[config.mk]
export PLATFORM = sky130hd
export DESIGN_NAME = fifo_nibble_tx
export DESIGN_NICKNAME = d
export VERILOG_FILES = /design/src/rtl/fifo_tx_pkg.sv /design/src/rtl/fifo_nibble_tx_bit_timer.sv /design/src/rtl/fifo_nibble_tx.sv
export SDC_FILE = /design/constraint.sdc
export NUM_CORES = 1
export LEC_CHECK = 0
export BUFFER_PORTS_ARGS = -buffer_cell sky130_fd_sc_hd__buf_2
export CAP_MARGIN = 5
export CORE_MARGIN = 3
export CORE_UTILIZATION = 53
export DETAILED_ROUTE_END_ITERATION = 16
export PLACE_DENSITY = 0.75
export SYNTH_ARGS = -nofsm -noshare
export SYNTH_HDL_FRONTEND = slang
export SYNTH_SLANG_ARGS = --single-unit
[constraint.sdc]
create_clock -name clk -period 2.2 [get_ports clk]
set_input_delay 0.33 -clock clk [delete_from_list [all_inputs] [get_ports clk]]
set_output_delay 0.33 -clock clk [all_outputs]
set_load 0.01 [all_outputs]
[src/rtl/fifo_tx_pkg.sv]
// fifo_tx_pkg
// Shared definitions for the FIFO-fed serial nibble transmitter:
//   - tx_state_t   : frame sequencer states
//   - frame_cycles : clk cycles in one frame for a given configuration
//   - DEFAULT_FRAME_CYCLES : frame length of the default configuration
package fifo_tx_pkg;

    typedef enum logic [2:0] {
        IDLE,
        START,
        DATA,
        PARITY,
        STOP
    } tx_state_t;

    // Start + data + optional parity + stop, each held for cpb clocks.
    function automatic int frame_cycles(input int dw, input int cpb, input int pen);
        return (2 + dw + ((pen != 0) ? 1 : 0)) * cpb;
    endfunction

    localparam int DEFAULT_FRAME_CYCLES = frame_cycles(4, 4, 1);

endpackage

[src/rtl/fifo_nibble_tx_bit_timer.sv]
// bit_timer
// Counts clk cycles within one serial bit period.
// Ports:
//   clk      : clock, rising edge
//   rst      : synchronous active-high reset
//   run      : count while high, hold at zero while low
//   bit_end  : high on the last cycle of the current bit
//   near_end : high on the cycle before the last cycle of a bit
//              (always high when a bit lasts a single cycle)
module bit_timer #(
    parameter int CLKS_PER_BIT = 4,
    localparam int CW = (CLKS_PER_BIT > 1) ? $clog2(CLKS_PER_BIT) : 1
) (
    input  logic clk,
    input  logic rst,
    input  logic run,
    output logic bit_end,
    output logic near_end
);

    localparam logic [CW-1:0] LAST = CW'(CLKS_PER_BIT - 1);
    localparam logic [CW-1:0] NEAR = CW'((CLKS_PER_BIT > 1) ? CLKS_PER_BIT - 2 : 0);

    logic [CW-1:0] count;

    // Free-running bit counter that wraps at the end of every bit and
    // parks at zero whenever the transmitter is idle.
    always_ff @(posedge clk) begin
        if (rst) begin
            count <= '0;
        end else if (!run || count == LAST) begin
            count <= '0;
        end else begin
            count <= count + CW'(1);
        end
    end

    assign bit_end  = run && (count == LAST);
    assign near_end = (CLKS_PER_BIT == 1) ? 1'b1 : (run && (count == NEAR));

endmodule

[src/rtl/fifo_nibble_tx.sv]
// fifo_nibble_tx
// Pops words from a first-word-fall-through FIFO and sends each one as a
// serial frame: start(0), data LSB first, optional even parity, stop(1).
// Ports:
//   clk        : clock, rising edge
//   rst        : synchronous active-high reset
//   en         : allows a new frame to start
//   fifo_empty : FIFO empty flag
//   fifo_rdata : FIFO head word (valid while fifo_empty is low)
//   fifo_rinc  : one-cycle pop strobe
//   tx         : serial line, idle high, registered
//   busy       : high for every cycle of a frame, registered
//   frame_done : pulse on the last stop-bit cycle, registered
module fifo_nibble_tx
    import fifo_tx_pkg::*;
#(
    parameter int DATA_WIDTH   = 4,
    parameter int CLKS_PER_BIT = 4,
    parameter int PARITY_EN    = 1
) (
    input  logic                  clk,
    input  logic                  rst,
    input  logic                  en,
    input  logic                  fifo_empty,
    input  logic [DATA_WIDTH-1:0] fifo_rdata,
    output logic                  fifo_rinc,
    output logic                  tx,
    output logic                  busy,
    output logic                  frame_done
);

    localparam int IW = (DATA_WIDTH > 1) ? $clog2(DATA_WIDTH) : 1;
    localparam logic [IW-1:0] IDX_LAST = IW'(DATA_WIDTH - 1);

    tx_state_t             state, state_next;
    logic [DATA_WIDTH-1:0] shreg, shreg_next;
    logic [IW-1:0]         bit_idx, bit_idx_next;
    logic                  par, par_next;
    logic                  ready;
    logic                  can_launch;
    logic                  launch;
    logic                  tx_next, busy_next, done_next;
    logic                  bit_end, near_end;

    bit_timer #(
        .CLKS_PER_BIT(CLKS_PER_BIT)
    ) u_bit_timer (
        .clk     (clk),
        .rst     (rst),
        .run     (state != IDLE),
        .bit_end (bit_end),
        .near_end(near_end)
    );

    // Next-state logic. A launch (pop + capture) is allowed from IDLE or on
    // the final stop cycle so consecutive frames abut with no idle gap.
    // The registered outputs are computed from the next state so that
    // tx/busy/frame_done line up with the state they describe.
    always_comb begin
        state_next   = state;
        shreg_next   = shreg;
        bit_idx_next = bit_idx;
        par_next     = par;
        launch       = 1'b0;
        can_launch   = ready && en && !fifo_empty;

        case (state)
            IDLE: begin
                if (can_launch) launch = 1'b1;
            end
            START: begin
                if (bit_end) state_next = DATA;
            end
            DATA: begin
                if (bit_end) begin
                    shreg_next = shreg >> 1;
                    if (bit_idx == IDX_LAST) begin
                        bit_idx_next = '0;
                        state_next   = (PARITY_EN != 0) ? PARITY : STOP;
                    end else begin
                        bit_idx_next = bit_idx + IW'(1);
                    end
                end
            end
            PARITY: begin
                if (bit_end) state_next = STOP;
            end
            STOP: begin
                if (bit_end) begin
                    if (can_launch) launch = 1'b1;
                    else            state_next = IDLE;
                end
            end
            default: state_next = IDLE;
        endcase

        if (launch) begin
            state_next   = START;
            shreg_next   = fifo_rdata;
            par_next     = ^fifo_rdata;
            bit_idx_next = '0;
        end

        case (state_next)
            START:   tx_next = 1'b0;
            DATA:    tx_next = shreg_next[0];
            PARITY:  tx_next = par_next;
            default: tx_next = 1'b1;
        endcase

        busy_next = (state_next != IDLE);
        // Last stop cycle: either a one-cycle bit being entered, or the
        // timer is one cycle away from the end of the stop bit.
        done_next = (state_next == STOP) &&
                    ((CLKS_PER_BIT == 1) || ((state == STOP) && near_end));
    end

    // The pop strobe is combinational so the word is captured in the same
    // cycle the FIFO is told to advance.
    assign fifo_rinc = launch && !rst;

    // State and output registers. 'ready' blocks a pop on the first cycle
    // after reset so all outputs sit at reset values for that cycle.
    always_ff @(posedge clk) begin
        if (rst) begin
            state      <= IDLE;
            shreg      <= '0;
            bit_idx    <= '0;
            par        <= 1'b0;
            ready      <= 1'b0;
            tx         <= 1'b1;
            busy       <= 1'b0;
            frame_done <= 1'b0;
        end else begin
            state      <= state_next;
            shreg      <= shreg_next;
            bit_idx    <= bit_idx_next;
            par        <= par_next;
            ready      <= 1'b1;
            tx         <= tx_next;
            busy       <= busy_next;
            frame_done <= done_next;
        end
    end

endmodule

==> results of run 1 <==
==> report_power, final <==
group | internal, mW | switching, mW | leakage (nW)
Sequential | 0.298 | 0.00444 | 0.130
Clock | 0.101 | 0.0955 | 0.0210
Combinational | 0.0234 | 0.0264 | 0.215
==> layer usage <==
metal	vias up	global-route usage [%]	wire, µm
met2	10	24.1	586
met4	0	10.8	25
met1	267	21.9	648
met3	4	2.49	56
li1	297	-	-
met5	-	0	0
==> per-stage QoR <==
stage	power, mW	setup WS (ps)	hold slack, ps	cell area [µm²]	util (%)
final	0.549	161	298	868	65.9
after floorplan	0.343	348	410	761	-
after global placement	0.359	309	432	830	63.0
after global routing	0.570	35.4	324	868	65.9
after detailed placement	0.360	228	442	830	63.0
after CTS	0.553	101	298	866	65.7
==> cell families (layout without fill, tap and decap cells) <==
group,after synthesis,in the layout
simple gates,32,32
flops,16,16
compound gates,10,10
mux,6,6
buf+inv,6,20
xor+xnor,4,4
fa+ha+maj,3,3
==> sequential cells by signal, summed over array words and instances, names as in the netlist <==
signal	count
par	1
busy	1
tx	1
ready	1
frame_done	1
u_bit_timer.count	2
shreg	4
state	3
bit_idx	2
==> how the worst max path moves through the flow <==
stage / from / end / cells after the start
after global placement: u_bit_timer.count[0]$_SDFF_PP0_ / tx$_SDFF_PP1_ / 5
after floorplan: u_bit_timer.count[0]$_SDFF_PP0_ / tx$_SDFF_PP1_ / 6
final: u_bit_timer.count[0]$_SDFF_PP0_ / fifo_rinc / 5
after CTS: u_bit_timer.count[0]$_SDFF_PP0_ / fifo_rinc / 5
after detailed placement: u_bit_timer.count[0]$_SDFF_PP0_ / tx$_SDFF_PP1_ / 5
after global routing: u_bit_timer.count[0]$_SDFF_PP0_ / fifo_rinc / 5
==> cell usage after synthesis, drive strengths merged (2+ instances only) <==
cell,count
xnor2,3
ha,3
a21oi,2
inv,3
nand3b,2
nor3,3
buf,2
nand2,3
mux2i,5
a211oi,3
nor2,13
dfxtp,16
==> layout make-up <==
class                      instances  area share [%]
multi-input combinational         55            47.4
sequential                        16            36.9
timing repair buffer              13            8.07
clock buffer                       4            4.18
tap                               15            2.16
inverter                           3            1.30
==> critical path, stage by stage, from the launching register on <==
cell	delay [ps]
dfxtp_1	360
ha_2	250
and2b_4	230
or3_1	360
nor2_1	90
buf_2	130
==> results.txt, run 1 <==
----------------------------------------------------
[Outcome]
  Result of the run ... finished, final reports clean

[Worst hold path]
  Hold Crit Endpoint ... shreg[3]$_SDFFE_PP0P_
  Worst Hold Path Cells ... 3
  Start point of the worst min-delay path ... fifo_rdata[3]
  Classification of the worst-slack hold path ... primary input to register

[Global route]
  GRT Util Overall ... 16.4%
  Sum of overflow across all layers after global routing ... 0
  Wire length of the first global-routing pass ... 2330 µm
  Number of antenna violations at the first check in global routing ... 0
  Vias in the first global route ... 542
  Maximum number of pins on one net before global-route repair ... 13

[Setup path]
  Launch point of the worst reg-to-reg path ... u_bit_timer.count[0]$_SDFF_PP0_
  Crit path arrival time ... 1710 ps
  Highest fanout seen on the critical path ... 7
  Worst setup EP type ... output port
  Worst r2r dst ... tx$_SDFF_PP1_
  Category of the worst setup path launch point ... register
  Critical path class ... register to output port
  Worst-case reg-to-reg path depth ... 5
  Critical path data required time ... 1870 ps
  Flop-to-flop setup slack ... 270 ps

[Clocking]
  TritonCTS Sinks ... 16
  Clock insertion delay at the later pin of the skew report ... 290 ps
  Bufs on Longest Clock Path ... 2
  TritonCTS clock tree ... built
  Clock slew at reported path FFs ... 90 ps
  Post-CTS setup buffer count ... 0
  Root Buffer ... clkbuf_4
  Hold-fix buffer count after cts ... 0
  Number of gates given a new drive strength after cts ... 0
  # H-tree levels ... 1
  Total clock buffers created by CTS ... 3

[Synthesis]
  Synthesized cell area ... 761 µm²
  Biggest area consumer among synthesized cells ... dfxtp_1
  Fraction of the yosys area taken by sequential cells ... 42.1%
  Number of synthesized flops with an enable pin ... 0
  Synth Area in Compound Gates ... 12.0%
  Cell count after synthesis ... 77
  Share of synthesized cell area in and, or, nand and nor gates ... 24.2%
  Post-synthesis net count ... 88
  Synth top area share ... 42.1%
  Combinational family with the most area after synthesis ... simple AND/OR/NAND/NOR gates
  Area share of fa/ha/maj cells after synthesis ... 4.93%
  Warnings, synthesis ... 0
  Mux cell area share after synthesis ... 8.06%
  Xor/xnor share of the synthesized area ... 4.61%
  Library cells used by synthesis ... 33
  Most used flip-flop cell after synthesis ... dfxtp_1
  Post-Synthesis Mean Instance Area ... 9.88 µm²
  Synth async-reset ratio ... 0%
  Biggest area contributors in the synthesized netlist ... dfxtp_1, mux2i_1, nor2_1
  Number of synthesized register bits ... 16

[Drt]
  Detailed-route via count ... 578
  Total length of routed wires ... 1320 µm
  Detailed Routing Iterations Pass 1 ... 4
  Average wire length per cell after detail routing ... 12.4 µm
  Residual DRC ... 0
  Violation count after the first detailed-route iteration ... 5
  Antenna-violating nets left ... 0
  Detail-routed via count per cell ... 5.45

[STA]
  Final hold vios ... 0
  Achievable Freq ... 490 MHz
  Relative slew slack ... 70.3%
  Setup violation total in the final timing report ... 0
  Worst slew pin tran ... 439 ps
  Setup TNS ... 0 ps
  Final worst path period need ... 2040 ps
  RSZ-0062 raised after global routing ... no
  Setup Skew ... 2.33 ps
  Final Max Tran Viols ... 0
  Final cycle utilization of the critical path ... 92.7%

[Place]
  Port bufs ... 11
  Post-Place Cells ... 102
  Half-perimeter wire length of the detailed placement result ... 974 µm
  Gp weighted congestion ... 0.753

[Die]
  Count of pins on the block boundary ... 12
  Die width ... 43.9 µm
  Floorplan core area ... 1320 µm²
  Die Outline Area ... 1930 µm²
  Cell Rows ... 13
  Chip height ... 43.9 µm
  Starting utilization of the core area ... 57.7%

[Cells and area]
  Number of standard cells in the final layout excluding fillers ... 106
  Combined flip-flop and latch cell area ... 320 µm²
  Net total in the final layout ... 103
  Fill count ... 107
  # diodes ... 0
  Share of cells above drive strength 1 ... 25.3%
  Synthesis-to-finish area growth ... 14.1%
  Most common cell after layout, fill and taps aside ... dfxtp_1
  Area occupied by multi-input gates ... 412 µm²
  Most frequent cells in the layout ... dfxtp_1, nor2_1, buf_2

[Pwr]
  Power density normalized to cell area ... 632 nW/µm²
  Highest ir drop seen on vdd ... 0.350 mV
  Cell leakage power ... 0.366 nW

[Run]
  Max-capacitance violation count ... 0

----------------------------------------------------
Note: power is estimated with default switching activity, not from simulation.
==> run 2: changes to the inputs <==
==> constraint.sdc (replaced) <==
create_clock -name clk -period 2.2 [get_ports clk]
set_input_delay 0.55 -clock clk [delete_from_list [all_inputs] [get_ports clk]]
set_output_delay 0.55 -clock clk [all_outputs]
set_load 0.01 [all_outputs]
==> results.txt, run 2 (synthesis gave the netlist of run 1 again) <==
----------------------------------------------------
[Outcome]
  Result of the run ... finished, final reports clean

[Clocking]
  Hold-fix buffer count after cts ... 0
  Root Buffer ... clkbuf_4
  TritonCTS Sinks ... 16
  # H-tree levels ... 1
  TritonCTS clock tree ... built
  Clock slew at reported path FFs ... 90 ps
  Total clock buffers created by CTS ... 3
  Bufs on Longest Clock Path ... 2
  Clock insertion delay at the later pin of the skew report ... 290 ps

[STA]
  Setup violation total in the final timing report ... 0
  Setup TNS ... 0 ps
  Final Max Tran Viols ... 0
  RSZ-0062 raised after global routing ... no
  Achievable Freq ... 473 MHz
  Relative slew slack ... 70.7%
  Final cycle utilization of the critical path ... 96.1%
  Setup Skew ... 4.67 ps
  Worst slew pin tran ... 434 ps
  Final worst path period need ... 2110 ps
  Final hold vios ... 0

[Place]
  Gp weighted congestion ... 0.826
  Port bufs ... 11
  Half-perimeter wire length of the detailed placement result ... 1010 µm
  Total placed instance area ... 845 µm²

[Cells and area]
  # diodes ... 0
  Fill count ... 104
  Fin area ... 926 µm²
  Max reg flops ... 4
  Most frequent cells in the layout ... dfxtp_1, nor2_1, buf_2
  Top reg by flops ... shreg
  Most common cell after layout, fill and taps aside ... dfxtp_1
  Synthesis-to-finish area growth ... 21.7%
  Net total in the final layout ... 108
  Top Registers ... shreg (4), state (3)
  Share of cells above drive strength 1 ... 32.3%
  Final core utilization ... 70.3%

[Pwr]
  Clk pwr share ... 35.2%
  Switching part of the total power ... 22.6%
  Internal Power ... 0.424 mW
  Highest ir drop seen on vdd ... 0.560 mV
  Power share of the combinational group ... 9.7%
  Cell leakage power ... 0.395 nW
  Sw Pwr ... 0.124 mW
  Power density normalized to cell area ... 592 nW/µm²
  Post-route total power ... 0.548 mW
  Share of power burned in registers ... 55.1%

[Setup path]
  Category of the worst setup path launch point ... register
  Flop-to-flop setup slack ... 240 ps
  Crit path arrival time ... 1560 ps
  Worst setup EP type ... output port
  Worst-case reg-to-reg path depth ... 6
  Critical path data required time ... 1650 ps
  Critical path class ... register to output port
  Launch point of the worst reg-to-reg path ... u_bit_timer.count[1]$_SDFF_PP0_
  Worst r2r dst ... tx$_SDFF_PP1_
  Highest fanout seen on the critical path ... 4

[Drt]
  Total length of routed wires ... 1430 µm
  Detail-routed via count per cell ... 5.53
  Average wire length per cell after detail routing ... 12.9 µm
  Detailed Routing Iterations Pass 1 ... 4
  Residual DRC ... 0
  Detailed-route via count ... 614
  Violation count after the first detailed-route iteration ... 19
  Antenna-violating nets left ... 0

[Die]
  Die width ... 43.9 µm
  Die Outline Area ... 1930 µm²
  Count of pins on the block boundary ... 12
  Starting utilization of the core area ... 57.7%
  Chip height ... 43.9 µm
  Floorplan core area ... 1320 µm²
  Cell Rows ... 13

[Run]
  Max-capacitance violation count ... 0

[Worst hold path]
  Classification of the worst-slack hold path ... register to register
  Worst Hold Path Cells ... 1
  Hold Crit Endpoint ... u_bit_timer.count[0]$_SDFF_PP0_
  Start point of the worst min-delay path ... u_bit_timer.count[0]$_SDFF_PP0_

[Global route]
  Sum of overflow across all layers after global routing ... 0
  Maximum number of pins on one net before global-route repair ... 13
  GRT Util Overall ... 17.6%
  Vias in the first global route ... 559
  Number of antenna violations at the first check in global routing ... 0
  Wire length of the first global-routing pass ... 2460 µm

----------------------------------------------------
[run 2: cell count changes in the layout (fill, tap and decap cells not counted)]
cell | previous run | this run
or3_4 | 0 | 1
ha_2 | 1 | 0
dfxtp_4 | 0 | 1
dfxtp_1 | 16 | 14
ha_4 | 0 | 1
dfxtp_2 | 0 | 1
or3_1 | 1 | 0
buf_4 | 2 | 7
[run 2: worst max path at each step]
stage / from / end / slack (ps) / cells after the start
3_5_place_dp: u_bit_timer.count[0]$_SDFF_PP0_ / tx$_SDFF_PP1_ / 200 / 5
4_1_cts: u_bit_timer.count[0]$_SDFF_PP0_ / fifo_rinc / 10 / 5
5_1_grt: u_bit_timer.count[1]$_SDFF_PP0_ / fifo_rinc / 3 / 5
6_report: u_bit_timer.count[1]$_SDFF_PP0_ / fifo_rinc / 90 / 5
2_1_floorplan: fifo_empty / fifo_rinc / 180 / 4
3_3_place_gp: fifo_empty / fifo_rinc / 210 / 5
[run 2: metal layers]
metal,vias to the layer above,wire [µm],global-route usage (%)
met1,282,657,22.3
met4,0,41,10.8
met5,-,0,0
met2,17,661,27.6
li1,310,-,-
met3,5,70,2.90
[run 2: area by class of cell]
class / instances / area [µm²] / area share (%)
multi-input cells: 55 / 427 / 46.1
clock buffers: 4 / 36.3 / 3.92
repair buffers: 18 / 108 / 11.6
well taps: 15 / 18.8 / 2.03
flip-flops and latches: 16 / 325 / 35.1
inverters: 3 / 11.3 / 1.22
[run 2: worst max-delay path, cell delays in order, from the launching register on]
cell and delay, ps:
dfxtp_2 360, ha_4 140, and2b_4 200, or3_4 360
nor2_1 80, buf_2 130
[run 2: through the flow]
| step | instances | setup slack, ps | hold slack [ps] |
|---|---|---|---|
| floorplan | 77 | 179 | 417 |
| global placement | 104 | 211 | 432 |
| detailed placement | 104 | 196 | 444 |
| CTS | 108 | 12.9 | 460 |
| global route | 111 | 2.79 | 462 |
| finish | 111 | 86.0 | 440 |
[run 2: power by group through the flow]
stage	clock network, mW	logic [mW]	registers [mW]
2_1_floorplan	0	0.0332	0.310
3_3_place_gp	0	0.0513	0.309
3_5_place_dp	0	0.0523	0.310
4_1_cts	0.198	0.0528	0.303
5_1_grt	0.208	0.0598	0.304
6_report	0.193	0.0534	0.302
[run 2: timing repair]
| item | in CTS | in global routing |
|---|---|---|
| hold endpoints to repair | 0 | 0 |
| pin swaps | 0 | 1 |
| setup endpoints to repair | 1 | 1 |
| resized for setup | 4 | 2 |
| buffers inserted | 0 | 3 |
